$ cat config.mk
export PLATFORM = sky130hd
export DESIGN_NAME = multicycle_ctrl_flat
export DESIGN_NICKNAME = d
export VERILOG_FILES = /design/src/rtl/multicycle_ctrl_pkg.sv /design/src/rtl/multicycle_ctrl_if.sv /design/src/rtl/multicycle_ctrl_decode.sv /design/src/rtl/multicycle_ctrl.sv /design/src/flat_wrapper.sv
export SDC_FILE = /design/constraint.sdc
export NUM_CORES = 1
export LEC_CHECK = 0
export CORE_MARGIN = 2
export CORE_UTILIZATION = 44
export CTS_BUF_LIST = sky130_fd_sc_hd__clkbuf_2 sky130_fd_sc_hd__clkbuf_4 sky130_fd_sc_hd__clkbuf_8
export CTS_CLUSTER_DIAMETER = 40
export DETAILED_ROUTE_END_ITERATION = 10
export GPL_TIMING_DRIVEN = 0
export PLACE_DENSITY = 0.81
export SLEW_MARGIN = 30
export SYNTH_ARGS = -nofsm -noshare
export SYNTH_HDL_FRONTEND = slang
export SYNTH_SLANG_ARGS = --single-unit
$ cat constraint.sdc
create_clock -name clk -period 2 [get_ports clk]
set_input_delay 0.2 -clock clk [delete_from_list [all_inputs] [get_ports clk]]
set_output_delay 0.2 -clock clk [all_outputs]
set_load 0.01 [all_outputs]
$ cat src/rtl/multicycle_ctrl_pkg.sv
// Purpose: shared types and constants for the multi-cycle sequencer (states, opcodes, functs, ALU codes).
// Latency: n/a (declarations only).
// Backpressure: n/a.
package multicycle_ctrl_pkg;

    typedef enum logic [2:0] {
        FETCH  = 3'd0,
        DECODE = 3'd1,
        EXEC   = 3'd2,
        MEM    = 3'd3,
        WB     = 3'd4
    } state_t;

    // Instruction classes seen by the FSM; every legal opcode/funct maps to one.
    typedef enum logic [2:0] {
        CLS_RALU = 3'd0,
        CLS_ADDI = 3'd1,
        CLS_LW   = 3'd2,
        CLS_SW   = 3'd3,
        CLS_BEQ  = 3'd4,
        CLS_J    = 3'd5,
        CLS_ILL  = 3'd6
    } iclass_t;

    localparam logic [5:0] OP_R    = 6'h00;
    localparam logic [5:0] OP_J    = 6'h02;
    localparam logic [5:0] OP_BEQ  = 6'h04;
    localparam logic [5:0] OP_ADDI = 6'h08;
    localparam logic [5:0] OP_LW   = 6'h23;
    localparam logic [5:0] OP_SW   = 6'h2B;

    localparam logic [5:0] FN_ADD  = 6'h20;
    localparam logic [5:0] FN_AND  = 6'h24;
    localparam logic [5:0] FN_OR   = 6'h25;
    localparam logic [5:0] FN_SLT  = 6'h2A;

    localparam logic [2:0] ALU_ADD = 3'b010;
    localparam logic [2:0] ALU_SUB = 3'b110;
    localparam logic [2:0] ALU_AND = 3'b000;
    localparam logic [2:0] ALU_OR  = 3'b001;
    localparam logic [2:0] ALU_SLT = 3'b111;

endpackage

$ cat src/rtl/multicycle_ctrl_if.sv
// Purpose: bundles the sequencer <-> datapath signals (yIF/yID/yEX inputs, control outputs).
// Latency: n/a (wiring only).
// Backpressure: none; run is the only throttle and is sampled in FETCH.
// master = sequencer (drives pc and controls), slave = datapath side.
interface multicycle_ctrl_if #(
    parameter int COUNT_W = 16
) ();
    logic               run;
    logic [31:0]        ins;
    logic               zero;
    logic [31:0]        pc_plus4;
    logic [31:0]        imm;
    logic [25:0]        j_target;
    logic [31:0]        pc;
    logic               ir_load;
    logic               reg_dst;
    logic               reg_write;
    logic               alu_src;
    logic [2:0]         alu_op;
    logic               mem_read;
    logic               mem_write;
    logic               mem_to_reg;
    logic [2:0]         state;
    logic [COUNT_W-1:0] instr_count;
    logic               illegal;

    modport master (
        input  run, ins, zero, pc_plus4, imm, j_target,
        output pc, ir_load, reg_dst, reg_write, alu_src, alu_op,
               mem_read, mem_write, mem_to_reg, state, instr_count, illegal
    );

    modport slave (
        output run, ins, zero, pc_plus4, imm, j_target,
        input  pc, ir_load, reg_dst, reg_write, alu_src, alu_op,
               mem_read, mem_write, mem_to_reg, state, instr_count, illegal
    );
endinterface

$ cat src/rtl/multicycle_ctrl_decode.sv
// Purpose: combinational opcode/funct decode into instruction class, ALU op and illegal flag.
// Latency: 0 cycles (pure combinational).
// Backpressure: none.
// Ports: op/funct in (ins[31:26]/ins[5:0]); cls, alu_op, illegal out.
module multicycle_ctrl_decode
    import multicycle_ctrl_pkg::*;
(
    input  logic [5:0] op,
    input  logic [5:0] funct,
    output iclass_t    cls,
    output logic [2:0] alu_op,
    output logic       illegal
);

    always_comb begin
        cls    = CLS_ILL;
        alu_op = ALU_ADD;
        unique case (op)
            OP_R: begin
                unique case (funct)
                    FN_ADD:  begin cls = CLS_RALU; alu_op = ALU_ADD; end
                    FN_AND:  begin cls = CLS_RALU; alu_op = ALU_AND; end
                    FN_OR:   begin cls = CLS_RALU; alu_op = ALU_OR;  end
                    FN_SLT:  begin cls = CLS_RALU; alu_op = ALU_SLT; end
                    default: cls = CLS_ILL;
                endcase
            end
            OP_ADDI: cls = CLS_ADDI;
            OP_LW:   cls = CLS_LW;
            OP_SW:   cls = CLS_SW;
            OP_BEQ:  begin cls = CLS_BEQ; alu_op = ALU_SUB; end
            OP_J:    cls = CLS_J;
            default: cls = CLS_ILL;
        endcase
    end

    assign illegal = (cls == CLS_ILL);

endmodule

$ cat src/rtl/multicycle_ctrl.sv
// Purpose: multi-cycle sequencer; owns PC, walks F-D-E-M-W per instruction class, drives datapath controls.
// Latency: 2 (j/illegal) to 5 (lw) cycles per instruction; PC and instr_count update on the edge leaving the last state.
// Backpressure: run=0 parks the FSM in FETCH; once past FETCH an instruction always completes, no stalls.
// Ports: clk, reset (async, active-high); bus = multicycle_ctrl_if.master carrying run/ins/zero/pc_plus4/imm/j_target
//        in and pc/ir_load/reg_dst/reg_write/alu_src/alu_op/mem_read/mem_write/mem_to_reg/state/instr_count/illegal out.
module multicycle_ctrl
    import multicycle_ctrl_pkg::*;
#(
    parameter logic [31:0] RESET_PC = 32'd128,
    parameter int          COUNT_W  = 16
) (
    input  logic              clk,
    input  logic              reset,
    multicycle_ctrl_if.master bus
);

    state_t             state_q;
    state_t             state_d;
    iclass_t            cls;
    logic [2:0]         dec_alu_op;
    logic               dec_illegal;
    logic [31:0]        pc_q;
    logic [31:0]        pc_next;
    logic [COUNT_W-1:0] count_q;
    logic               retire;

    logic               ir_load;
    logic               reg_dst;
    logic               reg_write;
    logic               alu_src;
    logic [2:0]         alu_op;
    logic               mem_read;
    logic               mem_write;
    logic               mem_to_reg;
    logic               illegal;

    multicycle_ctrl_decode u_decode (
        .op      (bus.ins[31:26]),
        .funct   (bus.ins[5:0]),
        .cls     (cls),
        .alu_op  (dec_alu_op),
        .illegal (dec_illegal)
    );

    // State register
    always_ff @(posedge clk or posedge reset) begin
        if (reset) state_q <= FETCH;
        else       state_q <= state_d;
    end

    // Next state: each class exits to FETCH from its last state
    always_comb begin
        state_d = state_q;
        unique case (state_q)
            FETCH:  state_d = bus.run ? DECODE : FETCH;
            DECODE: state_d = (cls == CLS_J || cls == CLS_ILL) ? FETCH : EXEC;
            EXEC: begin
                if (cls == CLS_BEQ)                       state_d = FETCH;
                else if (cls == CLS_LW || cls == CLS_SW) state_d = MEM;
                else                                      state_d = WB;
            end
            MEM:    state_d = (cls == CLS_LW) ? WB : FETCH;
            WB:     state_d = FETCH;
            default: state_d = FETCH;
        endcase
    end

    // Control outputs: each enable is qualified by the state it belongs to
    always_comb begin
        ir_load    = 1'b0;
        reg_dst    = 1'b0;
        reg_write  = 1'b0;
        alu_src    = 1'b0;
        alu_op     = 3'b000;
        mem_read   = 1'b0;
        mem_write  = 1'b0;
        mem_to_reg = 1'b0;
        illegal    = 1'b0;
        unique case (state_q)
            FETCH:  ir_load = 1'b1;
            // Illegal instructions retire out of DECODE, so the pulse is exactly this cycle.
            DECODE: illegal = dec_illegal;
            EXEC, MEM, WB: begin
                alu_src = (cls == CLS_ADDI) || (cls == CLS_LW) || (cls == CLS_SW);
                alu_op  = dec_alu_op;
                if (state_q == MEM) begin
                    mem_read  = (cls == CLS_LW);
                    mem_write = (cls == CLS_SW);
                end
                if (state_q == WB) begin
                    reg_write  = 1'b1;
                    reg_dst    = (cls == CLS_RALU);
                    mem_to_reg = (cls == CLS_LW);
                end
            end
            default: ir_load = 1'b0;
        endcase
    end

    // An instruction retires on any transition back into FETCH from a working state.
    assign retire = (state_q != FETCH) && (state_d == FETCH);

    always_comb begin
        pc_next = bus.pc_plus4;
        if (cls == CLS_BEQ && bus.zero)
            pc_next = bus.pc_plus4 + {bus.imm[29:0], 2'b00};
        else if (cls == CLS_J)
            pc_next = {bus.pc_plus4[31:28], bus.j_target, 2'b00};
    end

    always_ff @(posedge clk or posedge reset) begin
        if (reset) begin
            pc_q    <= RESET_PC;
            count_q <= '0;
        end else if (retire) begin
            pc_q    <= pc_next;
            count_q <= count_q + 1'b1;
        end
    end

    assign bus.pc          = pc_q;
    assign bus.instr_count = count_q;
    assign bus.state       = state_q;
    assign bus.ir_load     = ir_load;
    assign bus.reg_dst     = reg_dst;
    assign bus.reg_write   = reg_write;
    assign bus.alu_src     = alu_src;
    assign bus.alu_op      = alu_op;
    assign bus.mem_read    = mem_read;
    assign bus.mem_write   = mem_write;
    assign bus.mem_to_reg  = mem_to_reg;
    assign bus.illegal     = illegal;

endmodule

$ cat src/flat_wrapper.sv
// flat-port wrapper written by rule: the top's interface ports become plain ports
module multicycle_ctrl_flat import multicycle_ctrl_pkg::*;
#(
    parameter logic [31:0] RESET_PC = 32'd128,
    parameter int          COUNT_W  = 16
)
  (clk, reset, bus_run, bus_ins, bus_zero, bus_pc_plus4, bus_imm, bus_j_target, bus_pc, bus_ir_load, bus_reg_dst, bus_reg_write, bus_alu_src, bus_alu_op, bus_mem_read, bus_mem_write, bus_mem_to_reg, bus_state, bus_instr_count, bus_illegal);
  multicycle_ctrl_if #(.COUNT_W(COUNT_W)) bus_i ();
  input  logic clk;
  input  logic reset;
  input wire logic [$bits(bus_i.run)-1:0] bus_run;
  input wire logic [$bits(bus_i.ins)-1:0] bus_ins;
  input wire logic [$bits(bus_i.zero)-1:0] bus_zero;
  input wire logic [$bits(bus_i.pc_plus4)-1:0] bus_pc_plus4;
  input wire logic [$bits(bus_i.imm)-1:0] bus_imm;
  input wire logic [$bits(bus_i.j_target)-1:0] bus_j_target;
  output wire logic [$bits(bus_i.pc)-1:0] bus_pc;
  output wire logic [$bits(bus_i.ir_load)-1:0] bus_ir_load;
  output wire logic [$bits(bus_i.reg_dst)-1:0] bus_reg_dst;
  output wire logic [$bits(bus_i.reg_write)-1:0] bus_reg_write;
  output wire logic [$bits(bus_i.alu_src)-1:0] bus_alu_src;
  output wire logic [$bits(bus_i.alu_op)-1:0] bus_alu_op;
  output wire logic [$bits(bus_i.mem_read)-1:0] bus_mem_read;
  output wire logic [$bits(bus_i.mem_write)-1:0] bus_mem_write;
  output wire logic [$bits(bus_i.mem_to_reg)-1:0] bus_mem_to_reg;
  output wire logic [$bits(bus_i.state)-1:0] bus_state;
  output wire logic [$bits(bus_i.instr_count)-1:0] bus_instr_count;
  output wire logic [$bits(bus_i.illegal)-1:0] bus_illegal;
  assign bus_i.run = bus_run;
  assign bus_i.ins = bus_ins;
  assign bus_i.zero = bus_zero;
  assign bus_i.pc_plus4 = bus_pc_plus4;
  assign bus_i.imm = bus_imm;
  assign bus_i.j_target = bus_j_target;
  assign bus_pc = bus_i.pc;
  assign bus_ir_load = bus_i.ir_load;
  assign bus_reg_dst = bus_i.reg_dst;
  assign bus_reg_write = bus_i.reg_write;
  assign bus_alu_src = bus_i.alu_src;
  assign bus_alu_op = bus_i.alu_op;
  assign bus_mem_read = bus_i.mem_read;
  assign bus_mem_write = bus_i.mem_write;
  assign bus_mem_to_reg = bus_i.mem_to_reg;
  assign bus_state = bus_i.state;
  assign bus_instr_count = bus_i.instr_count;
  assign bus_illegal = bus_i.illegal;
  multicycle_ctrl #(.RESET_PC(RESET_PC), .COUNT_W(COUNT_W)) u_core (.clk(clk), .reset(reset), .bus(bus_i));
endmodule
# ---- Word-level counts from Yosys, hierarchy flattened
# Index checks and enable logic that the tools add are counted.
dict set report classes {
  add_sub_neg 2
  n_eq_ne 19
  n_mux 26
  n_reduce_logical 13
}
# operator count
set op_table {}
lappend op_table {{6-bit == test (second input constant)} 6}
lappend op_table {{32-bit adder} 1}
lappend op_table {{32-bit 2-to-1 mux} 1}
lappend op_table {{28-bit 2-to-1 mux} 1}
lappend op_table {{3-bit case mux with 6 select lines} 1}
lappend op_table {{16-bit by 1-bit adder with 16-bit output (second input constant)} 1}
lappend op_table {{3-bit 2-to-1 mux} 5}
lappend op_table {{1-bit 2-to-1 mux} 14}
lappend op_table {{3-bit by 2-bit == test with 1-bit output (second input constant)} 4}
lappend op_table {{3-bit == test (second input constant)} 4}
lappend op_table {{3-bit case mux with 4 select lines} 1}
lappend op_table {{3-bit zero test} 3}
lappend op_table {{3-bit case mux with 3 select lines} 1}
lappend op_table {{3-bit by 1-bit == test with 1-bit output (second input constant)} 2}
lappend op_table {{6-bit by 2-bit == test with 1-bit output (second input constant)} 1}
lappend op_table {{6-bit by 3-bit == test with 1-bit output (second input constant)} 1}
lappend op_table {{6-bit by 4-bit == test with 1-bit output (second input constant)} 1}
lappend op_table {{6-bit zero test} 1}
lappend op_table {{3-bit case mux with 2 select lines} 1}
lappend op_table {{1-bit logical OR} 4}
lappend op_table {{4-bit OR reduction} 1}
lappend op_table {{3-bit nonzero test} 1}
lappend op_table {{3-bit OR reduction} 1}
lappend op_table {{1-bit logical AND} 2}
lappend op_table {{2-bit 2-to-1 mux} 1}
dict set report word_totals {
  reg_bits 51
  out_inout_bits 62
  elab_cells 63
}

# ---- Logic depth before layout (Yosys ltp)
# Gate-level depths: netlist of the first run.
dict set report logic_depth {
  ltp_word 11
  mapped_depth 14
}

# ---- Cells and area by module
# A second synthesis of the first run with hierarchy kept.
dict set report hier_totals {
  cells_unflattened 557
  hier_area_um2 4520.6
}
# module instances cells_per_inst area_each_um2 seq_area_each_um2
set modules_own_cells {}
lappend modules_own_cells {multicycle_ctrl 1 522 4269.1 1277.5}
lappend modules_own_cells {multicycle_ctrl_decode 1 35 251.5 0.0}

# ---- Worst setup path after synthesis of the first run
# OpenSTA, ideal clock, no wires.
dict set report synth_timing {
  kind {in2reg}
  from {input port bus_imm[0]}
  to {register u_core.pc_q[28], in the netlist u_core.bus.pc[28]}
  setup_ps 126
  arrival_ps 2593
  path_slack_ps -719
  stages 14
  path_cell_list {ha_1 -> inv_1 -> fa_1 -> nor2b_1 -> o21ai_0 -> a21boi_2 -> o211ai_1 -> a31oi_1 -> o21ai_1 -> o2111ai_1 -> o211ai_1 -> o21ai_0 -> xnor2_1 -> a221o_1}
}
dict set report synth_between {
  elab_chain_cells 2
}
# item line
set synth_rtl {}
lappend synth_rtl {{start, declared} flat_wrapper.sv:15} ;# input wire logic [$bits(bus_i.imm)-1:0] bus_imm;
lappend synth_rtl {{32-bit adder} multicycle_ctrl.sv:106} ;# pc_next = bus.pc_plus4 + {bus.imm[29:0], 2'b00};
lappend synth_rtl {{32-bit 2-to-1 mux} multicycle_ctrl.sv:105} ;# if (cls == CLS_BEQ && bus.zero)
lappend synth_rtl {{end signal, assigned} multicycle_ctrl.sv:116} ;# pc_q <= pc_next;
lappend synth_rtl {{end, declared} multicycle_ctrl.sv:22} ;# logic [31:0] pc_q;
# No other way between the ends.
# A chain may end at the register's enable or synchronous reset.

# ---- Final worst setup path of the first run
# Same ends and word-level chain as after synthesis.

==> results.py, run 1 <==
metrics = {
    "cells_and_area": {
        "layout_overhead_on_the_synthesized_area_pct": 74.5,
        "nets": 888,
        "stdcell_count": 861,
        "final_area_sq_um": 7390,
        "layout-drive-gt1-share_pct": 32.5,
        "num_antenna_cells": 0,
    },
    "clock_tree": {
        "ctsLongestPathBuffers": 2,
        "cts-hold-fix-buffers": 0,
        "cts_tree": "built",
        "cts-buffers-inserted": 5,
        "clk_pin_slew_ns": 0.11,
        "clock_tree.root_cell": "sky130_fd_sc_hd__clkbuf_8",
        "htree_levels": 2,
        "cts_sinks": 51,
        "clk_latency_ns": 0.33,
    },
    "placement": {
        "detailed_place_hpwl_mm": 10.5,
        "portBuffers": 164,
        "placed_area_sq_um": 6180,
        "placed_cells_incl_taps": 798,
        "place.gp.congestion": 0.925,
    },
    "critical_path": {
        "critPathLaunchType": "input port",
        "critical_path.max_stage_delay_ns": 0.34,
        "highest_delay_cell_along_the_critical_path": "sky130_fd_sc_hd__fa_2",
        "path_class": "input port to register",
        "arrival_worst_endpoint_ns": 2.82,
        "path_max_fanout": 3,
        "path_depth": 15,
        "end_kind": "register",
        "critPathTopFamily": "compound AO/OA/AOI/OAI gates",
        "worstPathCellList": "buf_6 > ha_4 > inv_2 > fa_2 > nor2b_2 > o21ai_2 > a21boi_2 > o211ai_1 > a31oi_2 > o21ai_2 > o2111ai_1 > o211ai_1 > o21ai_1 > xnor2_1 > a221o_1",
        "critPathBufInv": 2,
        "worstPathRequired_ns": 2.21,
        "worst-r2r-cell-count": 7,
        "r2r_setup_slack_ns": 0.26,
    },
    "detailed_routing": {
        "drt.antenna.violating_nets": 0,
        "drt_first_iter_violations": 289,
        "postRouteWirelength_mm": 17.8,
        "remaining_drc_errors": 0,
        "drt-pass1-iter-count": 5,
        "routed_wire_length_per_instance_um": 20.6,
        "detailroute.via_count": 5125,
        "routed_via_density": 5.95,
    },
    "floorplanning": {
        "core_sq_um": 9280,
        "placement_rows": 35,
        "die-height_um": 102,
        "chipWidth_um": 102,
        "die_area_sq_um": 10400,
        "initial_core_utilization_pct": 45.6,
        "ios": 188,
    },
    "sta": {
        "setup_viol": 43,
        "hold_slack_ns": 0.0713,
        "maxSlewViolCount": 0,
        "post-route-min-period_ns": 2.61,
        "clock-skew-final_ns": 0.00668,
        "tns_ns": -7.28,
        "slew_headroom_pct": 57.4,
        "layout_setup_ws_ns": -0.612,
        "layout_worst_path_cycle_share_pct": 131,
        "worst_pin_slew_ns": 0.639,
        "fmax_mhz": 383,
        "grt_setup_unrepaired": "yes",
        "finalHoldViolations": 0,
    },
    "synthesis": {
        "synthCells": 504,
        "yosys.area.top_type": "sky130_fd_sc_hd__dfrtp_1",
        "main_combinational_cell_family_by_area_after_synthesis": "simple AND/OR/NAND/NOR gates",
        "post_synth_xor_area_fraction_pct": 8.47,
        "fraction_of_synthesis_flops_using_an_asynchronous_set_or_reset_pin_pct": 100,
        "number_of_synthesized_flops_with_an_enable_pin": 0,
        "synthesis.nets": 661,
        "syn_area_sq_um": 4240,
        "synth.yosys.seq_area_share_pct": 30.1,
        "synth_adder_area_share_pct": 9.60,
        "synth_mux_area_share_pct": 6.50,
        "synth-seq-cells": 51,
        "synth_top_area_share_pct": 29.5,
        "synth.avg_cell_area_sq_um": 8.41,
        "synth_compound_gate_area_share_pct": 20.5,
        "synth_flop_cell": "sky130_fd_sc_hd__dfrtp_1",
        "yosys_warnings": 0,
        "synth_simple_gate_area_share_pct": 21.1,
        "synth_top_cells_by_area": "sky130_fd_sc_hd__dfrtp_1 30%, sky130_fd_sc_hd__ha_1 8.9%, sky130_fd_sc_hd__a21oi_1 6.0%",
        "yosys.cell_types.count": 65,
    },
    "flow_run": {
        "timing.max_cap.violations": 0,
    },
    "global_route": {
        "grt_util_all_layers_pct": 29.7,
        "global_route.overflow_total": 0,
        "grt_first_pass_wirelength_mm": 24.3,
        "first_global_vias": 5051,
        "largest_net_degree_at_the_start_of_global_routing": 51,
        "antenna_violations_before_repair": 0,
    },
    "min_path": {
        "hold_crit_class": "input port to async pin",
    },
    "power": {
        "pwr_density_cell_nw_per_um2": 575,
        "totalPowerFinal_mw": 4.25,
        "power_leakage_nw": 3.29,
        "vdd_drop_max_uv": 385,
    },
    "status": {
        "violated_checks": "setup timing",
        "status": "complete, but fails checks",
    },
}
[final timing paths]
kind | start | to
hold / removal | reset | u_core.bus.instr_count[5]$_DFFE_PP0P_
hold reg to reg | u_core.bus.pc[1]$_DFFE_PP0P_ | u_core.bus.pc[1]$_DFFE_PP0P_
setup reg to reg | u_core.bus.state[0]$_DFF_PP0_ | u_core.bus.instr_count[15]$_DFFE_PP0P_
min in group clk | bus_pc_plus4[2] | u_core.bus.pc[2]$_DFFE_PP0P_
setup / recovery | bus_imm[0] | u_core.bus.pc[28]$_DFFE_PP0P_
max in group asynchronous | reset | u_core.bus.pc[7]$_DFFE_PP1P_
[kinds of logic (layout without fill, tap and decap cells)]
logic type	count (synthesis)	after routing
AND/OR/NAND/NOR	177	177
AO/OA/AOI/OAI	140	140
flip-flops	51	51
XOR/XNOR	41	41
buffers and inverters	36	264
adder cells (fa/ha/maj)	32	32
multiplexers	27	27
[where the power goes]
part / leakage, nW / internal, mW / switching, mW
Clock: 0.0502 / 0.261 / 0.419
Sequential: 0.620 / 1.22 / 0.184
Combinational: 2.62 / 1.16 / 1.01
[cell type report]
class / instances / area, sq um
well taps: 129 / 161
inverters: 16 / 62.6
fillers: 566 / 1890
repair buffers: 222 / 2070
clock inverters: 3 / 28.8
plain buffers: 18 / 180
flip-flops and latches: 51 / 1280
clock buffers: 5 / 68.8
multi-input cells: 417 / 3550
[cell usage after synthesis (3+ instances only)]
cell type                  number
sky130_fd_sc_hd__buf_2          5
sky130_fd_sc_hd__nand3_1       14
sky130_fd_sc_hd__inv_1         16
sky130_fd_sc_hd__nor2_2         4
sky130_fd_sc_hd__nor2_1        52
sky130_fd_sc_hd__xor2_1        14
sky130_fd_sc_hd__nand4_1        8
sky130_fd_sc_hd__a211oi_1       3
sky130_fd_sc_hd__nor3b_1        5
sky130_fd_sc_hd__or2_2          3
sky130_fd_sc_hd__mux2i_1       23
sky130_fd_sc_hd__o21bai_1       4
sky130_fd_sc_hd__or3_1          3
sky130_fd_sc_hd__nand3b_1       3
sky130_fd_sc_hd__nor2b_1        3
sky130_fd_sc_hd__xnor2_1       27
sky130_fd_sc_hd__a21oi_1       51
sky130_fd_sc_hd__o211ai_1       4
sky130_fd_sc_hd__o21a_1         5
sky130_fd_sc_hd__and3_1         5
sky130_fd_sc_hd__buf_1          3
sky130_fd_sc_hd__a31oi_1        4
sky130_fd_sc_hd__mux2_2         4
sky130_fd_sc_hd__nor3_1         9
sky130_fd_sc_hd__o21ai_0       38
sky130_fd_sc_hd__ha_1          30
sky130_fd_sc_hd__a21o_1         9
sky130_fd_sc_hd__clkbuf_1      10
sky130_fd_sc_hd__nand2_1       50
sky130_fd_sc_hd__nand2b_1       5
sky130_fd_sc_hd__dfrtp_1       50
[flip-flops by register name (all words and copies together), names as in the netlist]
| name | count |
|---|---|
| u_core.bus.state | 3 |
| u_core.bus.pc | 32 |
| u_core.bus.instr_count | 16 |
[metal layers]
metal / up-vias / GRT usage, % / wire length, um
met1: 2428 / 35.6 / 6570
met3: 102 / 4.79 / 1390
li1: 2263 / - / -
met4: 0 / 16.9 / 1060
met2: 332 / 50.6 / 8750
met5: - / 0 / 0
[what timing repair did]
item,CTS,global route
gates cloned,0,1
buffers inserted,43,18
pin swaps,72,59
resized for setup,241,106
setup endpoints to repair,59,55
[stage by stage]
stage	setup WS [ns]	utilization, %
floorplan	-0.514	-
global placement	-1.41	66.3
detailed placement	-1.43	66.6
CTS	-0.474	75.4
global route	-0.708	79.6
finish	-0.612	79.6
[placed cells by master, fill, tap and decap left out, drive strengths merged, types with 5 or more instances in the layout]
cell type / instances
buf: 88
inv: 17
and3: 6
o21ai: 41
dlygate4sd2: 15
nor3: 10
a21oi: 51
xnor2: 27
dfrtp: 50
nor2: 56
nand2: 51
clkdlybuf4s15: 11
clkdlybuf4s50: 105
ha: 30
xor2: 14
nor3b: 5
mux2i: 23
a21o: 9
o211ai: 5
o21a: 5
nand3: 14
clkbuf: 22
nand2b: 5
nand4: 9
Note: power is estimated with default switching activity, not from simulation.
==> run 2: changes to the inputs <==
CORE_UTILIZATION = 47   (was 44)
PLACE_DENSITY = 0.86   (was 0.81)
clock period = 3.3 ns   (was 2 ns; I/O delays follow)
==> run 2 against run 1 <==
Non-clock buffer count decreased by 53. Register-to-register slack improved by 1.1 ns. Global-route usage decreased by 2.8 points. Flip-flop and latch count unchanged. The flow now finishes without violations.
==> results.py, run 2 (same netlist as run 1, synthesis figures left out) <==
metrics = {
    "status": {
        "status": "finished, final reports clean",
    },
    "power": {
        "p_switching_mw": 0.787,
        "swShare_pct": 34.3,
        "seq_power_share_pct": 36.8,
        "totalPowerFinal_mw": 2.29,
        "power.share.clock_pct": 19.6,
        "intPower_mw": 1.51,
        "p_comb_share_pct": 43.6,
        "power_leakage_nw": 2.76,
        "pwr_density_cell_nw_per_um2": 369,
        "vdd_drop_max_uv": 205,
    },
    "detailed_routing": {
        "detailroute.via_count": 4479,
        "postRouteWirelength_mm": 13.2,
        "drt.antenna.violating_nets": 0,
        "drt-pass1-iter-count": 5,
        "drt_first_iter_violations": 172,
        "remaining_drc_errors": 0,
        "routed_wire_length_per_instance_um": 16.7,
        "routed_via_density": 5.69,
    },
    "floorplanning": {
        "ios": 188,
        "die_area_sq_um": 9790,
        "die-height_um": 99.0,
        "chipWidth_um": 99.0,
        "placement_rows": 34,
        "core_sq_um": 8720,
        "initial_core_utilization_pct": 48.6,
    },
    "sta": {
        "worst_pin_slew_ns": 0.951,
        "post-route-min-period_ns": 3.17,
        "layout_setup_ws_ns": 0.126,
        "layout_worst_path_cycle_share_pct": 96.2,
        "grt_setup_unrepaired": "no",
        "slew_headroom_pct": 36.6,
        "setup_viol": 0,
        "maxSlewViolCount": 0,
        "clock-skew-final_ns": 0.00893,
        "fmax_mhz": 315,
        "finalHoldViolations": 0,
    },
    "critical_path": {
        "critPathLaunchType": "input port",
        "arrival_worst_endpoint_ns": 3.40,
        "path_max_fanout": 5,
        "path_class": "input port to register",
        "worstPathCellList": "clkdlybuf4s50_1 > ha_1 > a211oi_2 > nor2_1 > o211a_1 > o21ai_4 > o31ai_1 > o41a_1 > a221oi_2 > xor2_1 > nor2_1 > xnor2_1 > o21ai_0",
        "highest_delay_cell_along_the_critical_path": "sky130_fd_sc_hd__clkdlybuf4s50_1",
        "critPathBufInv": 1,
        "end_kind": "register",
        "critPathTopFamily": "compound AO/OA/AOI/OAI gates",
        "critical_path.max_stage_delay_ns": 0.43,
        "worstPathRequired_ns": 3.53,
        "path_common_cell": "sky130_fd_sc_hd__nor2_1",
    },
    "clock_tree": {
        "htree_levels": 2,
        "clk_pin_slew_ns": 0.10,
        "clk_latency_ns": 0.31,
        "clock_tree.root_cell": "sky130_fd_sc_hd__clkbuf_8",
        "cts-hold-fix-buffers": 0,
        "ctsLongestPathBuffers": 2,
        "cts_sinks": 51,
        "cts_tree": "built",
        "cts-buffers-inserted": 5,
    },
    "global_route": {
        "antenna_violations_before_repair": 0,
        "first_global_vias": 4521,
        "grt_first_pass_wirelength_mm": 21.3,
        "grt_util_all_layers_pct": 26.9,
        "global_route.overflow_total": 0,
        "largest_net_degree_at_the_start_of_global_routing": 52,
    },
    "placement": {
        "portBuffers": 164,
        "detailed_place_hpwl_mm": 10.3,
        "place.gp.congestion": 0.922,
        "preCtsSetupSlack_ns": -0.515,
    },
    "cells_and_area": {
        "fillers": 695,
        "layout-drive-gt1-share_pct": 7.95,
        "layout_common_cells": "162 x sky130_fd_sc_hd__clkdlybuf4s50_1, 52 x sky130_fd_sc_hd__nor2_1, 51 x sky130_fd_sc_hd__a21oi_1, 50 x sky130_fd_sc_hd__nand2_1, 50 x sky130_fd_sc_hd__dfrtp_1",
        "nets": 835,
        "final_util_pct": 71.3,
        "num_antenna_cells": 0,
        "mostFrequentLayoutCell": "sky130_fd_sc_hd__clkdlybuf4s50_1",
        "largest_register_ff_count": 32,
        "layout_overhead_on_the_synthesized_area_pct": 46.8,
    },
    "flow_run": {
        "timing.max_cap.violations": 0,
    },
    "min_path": {
        "hold_crit_class": "input port to async pin",
    },
}
-- run 2: cell count changes in the layout (fill, tap and decap cells not counted), moves of 9 or more --
cell,before,now
sky130_fd_sc_hd__clkbuf_2,10,0
sky130_fd_sc_hd__o21ai_0,11,36
sky130_fd_sc_hd__buf_6,13,2
sky130_fd_sc_hd__ha_1,10,28
sky130_fd_sc_hd__nor2_1,43,52
sky130_fd_sc_hd__dlygate4sd2_1,15,0
sky130_fd_sc_hd__a21oi_1,41,51
sky130_fd_sc_hd__ha_4,20,1
sky130_fd_sc_hd__clkdlybuf4s50_1,105,162
sky130_fd_sc_hd__buf_4,49,3
sky130_fd_sc_hd__buf_2,15,5
sky130_fd_sc_hd__o21ai_1,19,3
-- run 2: layout make-up --
class | instances | area (sq um) | share of cell area (%)
Buffer | 20 | 96.3 | 1.55
Clock buffer | 5 | 68.8 | 1.11
Clock inverter | 3 | 46.3 | 0.744
Inverter | 16 | 62.6 | 1.01
Multi-Input combinational cell | 417 | 2870 | 46.1
Sequential cell | 51 | 1280 | 20.5
Tap cell | 108 | 135 | 2.17
Timing Repair Buffer | 167 | 1670 | 26.8
-- run 2: worst paths after layout --
| check | startpoint | to | cells past startpoint | slack, ns |
|---|---|---|---|---|
| setup reg to reg | u_core.bus.state[0]$_DFF_PP0_ | u_core.bus.instr_count[15]$_DFFE_PP0P_ | 9 | 1.31 |
| hold / removal | reset | u_core.bus.instr_count[7]$_DFFE_PP0P_ | 2 | 0.47 |
| min in group clk | u_core.bus.instr_count[15]$_DFFE_PP0P_ | u_core.bus.instr_count[15]$_DFFE_PP0P_ | 1 | 0.47 |
| setup / recovery | bus_imm[1] | u_core.bus.pc[31]$_DFFE_PP0P_ | 13 | 0.13 |
| max in group asynchronous | reset | u_core.bus.pc[24]$_DFFE_PP0P_ | 2 | 2.40 |
| hold reg to reg | u_core.bus.instr_count[15]$_DFFE_PP0P_ | u_core.bus.instr_count[15]$_DFFE_PP0P_ | 1 | 0.47 |
-- run 2: power groups by stage --
| stage | Combinational [mW] | Clock (mW) | Sequential, mW |
|---|---|---|---|
| 5_1_grt | 1.09 | 0.481 | 0.858 |
| 6_report | 1.00 | 0.449 | 0.844 |
| 2_1_floorplan | 0.444 | 0 | 0.883 |
| 3_3_place_gp | 0.950 | 0 | 0.847 |
| 3_5_place_dp | 0.973 | 0 | 0.853 |
| 4_1_cts | 0.984 | 0.457 | 0.843 |
-- run 2: layer usage --
layer | wire (um) | GRT usage, % | vias up
met2 | 6610 | 47.1 | 200
li1 | - | - | 2157
met4 | 341 | 8.54 | 0
met5 | 0 | 0 | -
met1 | 5400 | 33.9 | 2090
met3 | 821 | 4.11 | 32
-- run 2: stage by stage --
step                 TNS, ns  hold WS [ns]  instance area, sq um  instances
global placement       -1.27         0.453                  6010        776
global route               0         0.504                  6220        787
CTS                 -0.00806         0.479                  6160        786
floorplan                  0         0.463                  4240        504
detailed placement     -1.82         0.460                  6020        776
finish                     0         0.472                  6220        787
-- run 2: what timing repair did --
action,4_1_cts,5_1_grt
setup endpoints to repair,3,5
pin swaps,3,6
setup buffers,2,1
endpoints found under the hold margin,0,0
resized for setup,3,13
==> run 3: changes to the inputs <==
GPL_ROUTABILITY_DRIVEN = 1   (was unset)
==> results of run 3 <==
The final DEF is identical to that of run 2; final timing and power are the same.
